## config.mk

```make
export PLATFORM = sky130hd
export DESIGN_NAME = fetch_stage
export DESIGN_NICKNAME = d
export VERILOG_FILES = /design/src/rtl/scu_pkg.sv /design/src/rtl/pc_next.sv /design/src/rtl/fetch_stage.sv
export SDC_FILE = /design/constraint.sdc
export NUM_CORES = 1
export LEC_CHECK = 0
export ABC_AREA = 1
export CELL_PAD_IN_SITES_DETAIL_PLACEMENT = 1
export CELL_PAD_IN_SITES_GLOBAL_PLACEMENT = 1
export CORE_MARGIN = 3
export CORE_UTILIZATION = 36
export CTS_BUF_LIST = sky130_fd_sc_hd__clkbuf_4 sky130_fd_sc_hd__clkbuf_8
export CTS_CLUSTER_SIZE = 8
export DETAILED_ROUTE_END_ITERATION = 7
export PLACE_DENSITY_LB_ADDON = 0.1
export REMOVE_ABC_BUFFERS = 1
export SYNTH_ARGS = -nofsm -noshare
export SYNTH_HDL_FRONTEND = slang
export SYNTH_SLANG_ARGS = --single-unit
```

## constraint.sdc

```tcl
create_clock -name clock -period 4.4 [get_ports clock]
set_input_delay 0.44 -clock clock [delete_from_list [all_inputs] [get_ports clock]]
set_output_delay 0.44 -clock clock [all_outputs]
set_load 0.005 [all_outputs]
```

## src/rtl/scu_pkg.sv

```systemverilog
// Shared definitions for the SCU datapath: opcode map and
// the fetch-stage state encoding.
package scu_pkg;

    localparam int OPC_W = 4;

    localparam logic [OPC_W-1:0] OP_NOP  = 4'b0000;
    localparam logic [OPC_W-1:0] OP_SVPC = 4'b1111;
    localparam logic [OPC_W-1:0] OP_LD   = 4'b1110;
    localparam logic [OPC_W-1:0] OP_ST   = 4'b0011;
    localparam logic [OPC_W-1:0] OP_ADD  = 4'b0100;
    localparam logic [OPC_W-1:0] OP_INC  = 4'b0101;
    localparam logic [OPC_W-1:0] OP_NEG  = 4'b0110;
    localparam logic [OPC_W-1:0] OP_SUB  = 4'b0111;
    localparam logic [OPC_W-1:0] OP_J    = 4'b1000;
    localparam logic [OPC_W-1:0] OP_BRZ  = 4'b1001;
    localparam logic [OPC_W-1:0] OP_JM   = 4'b1010;
    localparam logic [OPC_W-1:0] OP_BRN  = 4'b1011;

    typedef enum logic [1:0] {
        S_REQ  = 2'd0,
        S_WAIT = 2'd1,
        S_HOLD = 2'd2
    } fetch_state_t;

endpackage

```

## src/rtl/pc_next.sv

```systemverilog
// Next-PC select: resolved redirect from execute wins,
// otherwise sequential +1 (wrapping) when fetch advances.
module pc_next #(
    parameter int ADDR_W = 32
) (
    input  logic [ADDR_W-1:0] pc,
    input  logic              advance,
    input  logic              Jump,
    input  logic              JumpMem,
    input  logic              Branch_Zero,
    input  logic              Branch_Neg,
    input  logic              flag_z,
    input  logic              flag_n,
    input  logic [ADDR_W-1:0] reg_target,
    input  logic [ADDR_W-1:0] mem_target,
    output logic              take,
    output logic [ADDR_W-1:0] npc
);

    localparam logic [ADDR_W-1:0] ONE = 1;

    logic [ADDR_W-1:0] target;
    logic [ADDR_W-1:0] seq_pc;

    assign take = Jump | JumpMem
                | (Branch_Zero & flag_z)
                | (Branch_Neg & flag_n);

    assign target = JumpMem ? mem_target : reg_target;

    assign seq_pc = advance ? (pc + ONE) : pc;

    // Redirect has priority over sequential advance
    always_comb begin
        npc = seq_pc;
        if (take) begin
            npc = target;
        end
    end

endmodule

```

## src/rtl/fetch_stage.sv

```systemverilog
// Instruction fetch: PC, imem req/valid handshake, one-entry
// skid for stalled responses, and the IF/ID register.
module fetch_stage
    import scu_pkg::*;
#(
    parameter int                ADDR_W   = 32,
    parameter int                INSTR_W  = 32,
    parameter logic [ADDR_W-1:0] RESET_PC = '0
) (
    input  logic               clock,
    input  logic               reset,

    output logic               imem_req,
    output logic [ADDR_W-1:0]  imem_addr,
    input  logic               imem_valid,
    input  logic [INSTR_W-1:0] imem_rdata,

    input  logic               stall,

    input  logic               Jump,
    input  logic               JumpMem,
    input  logic               Branch_Zero,
    input  logic               Branch_Neg,
    input  logic               flag_z,
    input  logic               flag_n,
    input  logic [ADDR_W-1:0]  reg_target,
    input  logic [ADDR_W-1:0]  mem_target,

    output logic               ifid_valid,
    output logic [INSTR_W-1:0] ifid_instr,
    output logic [OPC_W-1:0]   ifid_opcode,
    output logic [ADDR_W-1:0]  ifid_pc
);

    localparam logic [INSTR_W-1:0] NOP_WORD =
        {OP_NOP, {(INSTR_W-OPC_W){1'b0}}};

    fetch_state_t       state;
    logic [ADDR_W-1:0]  pc;
    logic               kill;
    logic [INSTR_W-1:0] skid_instr;

    logic               req_on;
    logic               hold;
    logic               accept;
    logic               advance;
    logic               take;
    logic [ADDR_W-1:0]  npc;

    assign req_on = (state == S_REQ) || (state == S_WAIT);
    assign hold   = (state == S_HOLD);

    // A response belongs to us only if it was not orphaned
    // by an earlier redirect.
    assign accept  = req_on & imem_valid & ~kill;
    assign advance = ~stall & (accept | hold);

    // Request drops the moment reset asserts, not a cycle later.
    assign imem_req  = req_on & ~reset;
    assign imem_addr = pc;

    assign ifid_opcode = ifid_instr[INSTR_W-1 -: OPC_W];

    pc_next #(
        .ADDR_W (ADDR_W)
    ) u_pc_next (
        .pc          (pc),
        .advance     (advance),
        .Jump        (Jump),
        .JumpMem     (JumpMem),
        .Branch_Zero (Branch_Zero),
        .Branch_Neg  (Branch_Neg),
        .flag_z      (flag_z),
        .flag_n      (flag_n),
        .reg_target  (reg_target),
        .mem_target  (mem_target),
        .take        (take),
        .npc         (npc)
    );

    // Fetch FSM, PC, kill flag, skid and IF/ID register
    always_ff @(posedge clock or posedge reset) begin
        if (reset) begin
            state      <= S_REQ;
            pc         <= RESET_PC;
            kill       <= 1'b0;
            skid_instr <= NOP_WORD;
            ifid_valid <= 1'b0;
            ifid_instr <= NOP_WORD;
            ifid_pc    <= '0;
        end else if (take) begin
            // Flush; a request still in flight must be dropped
            // when its response eventually arrives.
            pc         <= npc;
            state      <= S_REQ;
            kill       <= req_on & ~imem_valid;
            skid_instr <= NOP_WORD;
            ifid_valid <= 1'b0;
            ifid_instr <= NOP_WORD;
        end else begin
            unique case (state)
                S_REQ, S_WAIT: begin
                    if (imem_valid && kill) begin
                        kill  <= 1'b0;
                        state <= S_WAIT;
                        if (!stall) begin
                            ifid_valid <= 1'b0;
                            ifid_instr <= NOP_WORD;
                        end
                    end else if (imem_valid && !stall) begin
                        ifid_valid <= 1'b1;
                        ifid_instr <= imem_rdata;
                        ifid_pc    <= pc;
                        pc         <= npc;
                        state      <= S_REQ;
                    end else if (imem_valid) begin
                        skid_instr <= imem_rdata;
                        state      <= S_HOLD;
                    end else begin
                        state <= S_WAIT;
                        if (!stall) begin
                            ifid_valid <= 1'b0;
                            ifid_instr <= NOP_WORD;
                        end
                    end
                end
                S_HOLD: begin
                    if (!stall) begin
                        ifid_valid <= 1'b1;
                        ifid_instr <= skid_instr;
                        ifid_pc    <= pc;
                        skid_instr <= NOP_WORD;
                        pc         <= npc;
                        state      <= S_REQ;
                    end
                end
                default: begin
                    state <= S_REQ;
                end
            endcase
        end
    end

endmodule

```

# Word level (Yosys, flattened, before mapping)
# Cells that the tools add are included.
dict set report classes {
  n_div 0
  eq_ne 11
  n_bitwise 16
  shifts 0
  reduce_logical 15
  magnitude_cmp 0
  n_mux 41
  multipliers 0
  addsub 1
}
# cell count
set ops {}
lappend ops {{$mux W32} 21}
lappend ops {{$pmux W32 S2} 4}
lappend ops {{$add A32 B1 Y32 const B} 1}
lappend ops {{$ne A3 B3 Y1 const B} 4}
lappend ops {{$mux W2} 5}
lappend ops {{$reduce_and A5 Y1} 2}
lappend ops {{$mux W1} 9}
lappend ops {{$and A1 B1 Y1} 7}
lappend ops {{$ne A2 B2 Y1 const B} 3}
lappend ops {{$reduce_bool A2 Y1} 3}
lappend ops {{$ne A5 B5 Y1 const B} 1}
lappend ops {{$not A1 Y1} 5}
lappend ops {{$or A1 B1 Y1} 4}
lappend ops {{$pmux W2 S2} 1}
lappend ops {{$reduce_and A4 Y1} 1}
lappend ops {{$ne A3 B2 Y1 const B} 1}
lappend ops {{$reduce_and A3 Y1} 1}
lappend ops {{$reduce_bool A3 Y1} 1}
lappend ops {{$eq A2 B1 Y1 const B} 1}
lappend ops {{$eq A2 B2 Y1 const B} 1}
lappend ops {{$logic_and A1 B1 Y1} 2}
lappend ops {{$logic_not A2 Y1} 1}
lappend ops {{$pmux W1 S2} 1}
lappend ops {{$reduce_and A2 Y1} 1}
lappend ops {{other kinds (3)} 3}
dict set report totals {
  romBits 0
  ff_bits 132
  output_inout_bits 102
  latchBits 0
  memories 0
  ram_bits 0
  inputBits 106
  word_cells 91
}

# Longest topological paths before layout
dict set report depth {
  word_depth 12
  mapped_depth 10
  ltp_nobuf 10
}

# Cells and area by module
# A second synthesis with hierarchy kept.
dict set report hier_totals {
  hier_cells 1188
  hier_area_um2 7993.9
}
# mod area_per_inst_um2 seq_area_each_um2 cells_per_inst instances
set by_module_without_submodules {}
lappend by_module_without_submodules {fetch_stage 6344.8 3303.2 838 1}
lappend by_module_without_submodules {pc_next 1649.1 0.0 350 1}

# Worst setup path before layout
# No wires, ideal clock.
dict set report synth_timing {
  kind {register to register}
  startpoint {register pc[0] (netlist: imem_addr[0])}
  endpoint {register pc[18] (netlist: imem_addr[18])}
  synth_period_minus_slack_ps 1537
  t_arrival_ps 1421
  required_ps 4284
  setup_slack_ps 2863
  n_path_buf 0
  stages_incl_launch_ff 9
  setup_time_ps 116
  path_cell_list {dfrtp_1 ha_1 nand3_1 nor2_1 nand2_1 o21ai_0 nand3_1 nand2_1 nand2_1}
}
dict set report synth_via {
  elab_chain_cells 7
  word_cells_on_any_way 8
  cone_classes {1 x add/sub; 7 x mux}
}
# item line_no
set synth_rtl {}
lappend synth_rtl {{start: declaration} fetch_stage.sv:39} ;# logic [ADDR_W-1:0] pc;
lappend synth_rtl {{start signal: assignment} fetch_stage.sv:94} ;# pc <= npc;
lappend synth_rtl {{start signal: assignment} fetch_stage.sv:114} ;# pc <= npc;
lappend synth_rtl {{start signal: assignment} fetch_stage.sv:133} ;# pc <= npc;
lappend synth_rtl {{$add A32 B1 Y32 *} pc_next.sv:31} ;# assign seq_pc = advance ? (pc + ONE) : pc;
lappend synth_rtl {{$mux W32 *} pc_next.sv:31}
lappend synth_rtl {{$mux W32 *} pc_next.sv:36} ;# if (take) begin
lappend synth_rtl {{$mux W32} fetch_stage.sv:110} ;# end else if (imem_valid && !stall) begin
lappend synth_rtl {{$mux W32} fetch_stage.sv:103} ;# if (imem_valid && kill) begin
lappend synth_rtl {{$pmux W32 S2} fetch_stage.sv:101} ;# unique case (state)
lappend synth_rtl {{$mux W32 *} fetch_stage.sv:91} ;# end else if (take) begin
# Every way passes the cells marked *; elsewhere a longest branch is shown, timed or not. The select of a mux whose other input is x is not followed.
# A chain may end at the register's enable or synchronous reset.

# Final worst setup path
dict set report layout_timing {
  startpoint {input stall}
  endpoint {register pc[4] (netlist: imem_addr[4])}
}
dict set report layout_via {
  elab_chain_cells 8
  word_cells_on_any_way 14
  cone_classes {2 x eq/ne; 7 x mux; 2 x bitwise; 3 x reduce/logical}
}
# item line_no
set layout_rtl {}
lappend layout_rtl {{start: declaration} fetch_stage.sv:18} ;# input logic stall,
lappend layout_rtl {{$not A1 Y1} fetch_stage.sv:56} ;# assign advance = ~stall & (accept | hold);
lappend layout_rtl {{$and A1 B1 Y1} fetch_stage.sv:56}
lappend layout_rtl {{$mux W32} pc_next.sv:31}
lappend layout_rtl {{$mux W32} pc_next.sv:36}
lappend layout_rtl {{$mux W32} fetch_stage.sv:110}
lappend layout_rtl {{$mux W32} fetch_stage.sv:103}
lappend layout_rtl {{$pmux W32 S2} fetch_stage.sv:101}
lappend layout_rtl {{$mux W32} fetch_stage.sv:91}
# Parallel ways exist; a longest one is shown, timed or not. The select of a mux whose other input is x is not followed.

==> summary.txt <==
Clock network
  • Hold buffers post-CTS: 0
  • Clock insertion delay at the later pin of the skew report: 0.45 ns
  • Maximum root-to-sink buffer count: 2
  • CTS H-tree lvls: 4
  • Post-CTS Repair Setup Buffers: 0
  • TritonCTS clock tree: built
  • Clk sinks: 132
  • Total of cells resized after clock tree synthesis: 0
  • Reg clk slew, reported paths: 0.08 ns
  • Root buffer cell: sky130_fd_sc_hd__clkbuf_8
  • Total clock buffers created by CTS: 17

Hold path
  • Worst min-delay path class: flip-flop to flip-flop
  • Startpoint of the worst hold path: ifid_pc[19]
  • End point of the worst hold path: ifid_pc[19]
  • Worst hold path depth: 2

Power and ir drop
  • Proportion of power drawn by flip-flops and latches: 40.9%
  • Leakage power total: 0.004500 µW
  • Internal power consumption: 2561 µW
  • Switching share of power: 28.69%
  • Worst vdd ir: 182.9 µV
  • Power per standard cell area: 347.4 nW/µm²
  • Switching power total: 1030 µW
  • Combinational share of power: 22.9%
  • Total power after layout: 3591 µW
  • Fraction of power consumed by the clock network: 36.2%

Cells and area
  • Count of inserted antenna diode cells: 0
  • Fin nets: 1318
  • Number of fillers in the final layout: 2569
  • Share of post-route cells with drive strength above 1: 8.824%
  • Final cell count without fillers: 1494
  • Relative area change from synthesis to final layout: 35.17%

Worst setup path
  • Delay of the slowest cell on the worst path: 0.79 ns
  • CP Class: input port to flip-flop
  • Worst reg2reg endpoint: skid_instr[31]
  • Worst reg2reg setup slack: 1.65 ns
  • Critical path data required time: 4.76 ns
  • Kind of cell with the highest combined delay on the critical path: buffers and inverters
  • Launching point of the worst reg2reg path: state[1]
  • Depth of the most critical reg-to-reg path: 10
  • Worst Path Max Fanout: 49
  • Buffers & Inverters on Critical Path: 3
  • Type of element launching the critical path: input port
  • Chain of cells forming the critical path: clkdlybuf4s50_1 -> inv_2 -> nand3_2 -> nand2_2 -> inv_2 -> o21ai_0
  • Arrival time of data at the critical path endpoint: 3.22 ns
  • Critical path's slowest cell: sky130_fd_sc_hd__nand2_2
  • Crit-path most repeated cell: sky130_fd_sc_hd__inv_2
  • Kind of capture point of the worst setup path: flip-flop

Timing
  • Fin. Hold Viols: 0
  • Final worst path period share: 64.89%
  • Rel. slew slack: 31.07%
  • Slew at the pin closest to its max-slew limit: 1.030 ns
  • Maximum clock frequency: 350.2 MHz
  • Final Slew Violations: 0
  • Final clock skew: 0.01814 ns
  • Setup violators final: 0
  • Setup TNS: 0 ns
  • Setup repair after global routing missed its margin: false
  • Final critical-path required period: 2.855 ns

Die
  • Initial cell density of the core: 37.19%
  • Y dimension of the die: 151.7 µm
  • Row count: 52
  • Overall die width: 151.7 µm
  • Core Box Area: 20560 µm²
  • Overall die area: 23020 µm²
  • Boundary Pins: 208

Global route
  • Global-route usage over all layers: 22.09%
  • Maximum number of pins on one net before global-route repair: 96
  • Number of global-route vias before repair: 7638
  • Wire length of the first global-routing pass: 40.32 mm
  • Remaining Overflow, GRT: 0
  • Initial antenna violation count: 0

Flow run
  • Max cap viols: 0

Drt
  • Number of detailed-route iterations in the first pass: 4
  • Aggregate routed wire length: 25.23 mm
  • Via total after detailed routing: 7480
  • Post-route DRC violation count: 0
  • Final routed wire length divided by cell count: 16.89 µm
  • DRT iter0 DRCs: 347
  • Via density per instance: 5.007
  • Post-route antenna net violation count: 0

Yosys
  • Sequential cell area fraction in the yosys report: 43.20%
  • Cell count after synthesis: 1032
  • Post-synth EDFFs: 0
  • Count of cell types in the netlist: 38
  • Synth warn: 0
  • Average footprint of a synthesized cell: 7.409 µm²
  • Ys flop type: sky130_fd_sc_hd__dfrtp_1
  • Total of flip-flops plus latches after synthesis: 132
  • Fraction of registers with async set or reset after synthesis: 100.0%
  • Cell area after technology mapping: 7646 µm²

Placed design
  • Detailed placer's ending HPWL: 17.31 mm
  • RD Place Congestion: 0.8549
  • Buffers added on ports: 207
  • Cell total after placement: 1462

Outcome
  • Status: completed
-- state kept, by name (all words and copies together), names as in the netlist --
register and cells:
ifid_valid 1, state 2, ifid_pc 32, ifid_instr 32, kill 1, skid_instr 32, imem_addr 32
-- through the flow --
step / utilization [%] / area (µm²) / setup slack [ns] / hold slack (ns)
final: 50.27 / 10330 / 1.545 / 0.4927
after global routing: 50.27 / 10330 / 1.276 / 0.5230
after CTS: 50.27 / 10330 / 1.529 / 0.4988
after global placement: 47.85 / 9837 / 1.136 / 0.4706
after detailed placement: 47.85 / 9837 / 1.051 / 0.4793
after floorplan: - / 7335 / 0.4340 / 0.4821
-- placed cells by master, fill, tap and decap left out, drive strengths merged --
cell type / count
nand2: 220
clkdlybuf4s50: 207
inv: 164
o21ai: 144
dfrtp: 132
nor2: 87
a21oi: 82
nand3: 72
o22ai: 31
clkbuf: 21
or2: 15
buf: 10
o211ai: 9
nand4: 8
bufinv: 6
a31oi: 4
nor3: 2
xor2: 2
clkinvlp: 2
a32oi: 1
nor4: 1
nor3b: 1
nand3b: 1
ha: 1
clkinv: 1
-- final cells by class --
| cell class | count | area [µm²] | share of cell area, % |
|---|---|---|---|
| multi-input cells | 681 | 3433 | 33.22 |
| flip-flops and latches | 132 | 3303 | 31.96 |
| repair buffers | 217 | 2147 | 20.77 |
| inverters | 162 | 615.6 | 5.956 |
| well taps | 270 | 337.8 | 3.269 |
| clock buffers | 21 | 276.5 | 2.676 |
| clock inverters | 11 | 221.5 | 2.143 |
-- per-layer routing --
layer,global-route usage (%),wire [µm]
met5,0,0
met4,4.403,174
met3,4.551,1235
met2,35.24,11540
met1,31.31,12280
-- power groups by stage --
| stage | combinational, µW | clock [µW] | sequential, µW |
|---|---|---|---|
| finish | 823 | 1300 | 1470 |
| global route | 923 | 1380 | 1490 |
| CTS | 838 | 1330 | 1470 |
| detailed placement | 833 | 0 | 1490 |
| global placement | 819 | 0 | 1490 |
| floorplan | 326 | 0 | 1480 |
-- worst max-delay path by stage --
stage / start / to / slack [ns] / depth (start not counted)
after floorplan: reset / ifid_instr[0] / 0.43 / 1
after global placement: stall / imem_addr[26] / 1.14 / 7
after detailed placement: stall / imem_addr[4] / 1.05 / 6
after CTS: stall / imem_addr[4] / 1.53 / 6
after global routing: stall / imem_addr[4] / 1.28 / 6
final: stall / imem_addr[4] / 1.54 / 6
-- tightest hold or removal path: stages, from the launching register on --
cell and delay (ns):
sky130_fd_sc_hd__dfrtp_1 0.34, sky130_fd_sc_hd__nand2_1 0.05, sky130_fd_sc_hd__o21ai_1 0.06
-- cell families after synthesis --
kind of cell    after synthesis  share of synthesized area (%)
fa+ha+maj                     1                         0.1636
buf+inv                     219                          12.06
simple gates                407                          23.04
flops                       132                          43.20
compound gates              271                          21.31
xor+xnor                      2                         0.2291
-- cell usage after synthesis (all sizes together), types with 2 or more instances --
cell type | number | area [µm²]
a21oi | 82 | 414.2
a31oi | 4 | 25.02
buf | 43 | 259.0
clkbuf | 14 | 52.55
dfrtp | 132 | 3303
inv | 162 | 610.6
nand2 | 220 | 833.3
nand3 | 72 | 377.9
nand4 | 8 | 71.32
nor2 | 87 | 354.1
nor3 | 2 | 10.01
o211ai | 9 | 67.56
o21ai | 144 | 732.0
o22ai | 31 | 381.6
or2 | 15 | 93.84
xor2 | 2 | 17.52
(Power assumes the default switching activity.)
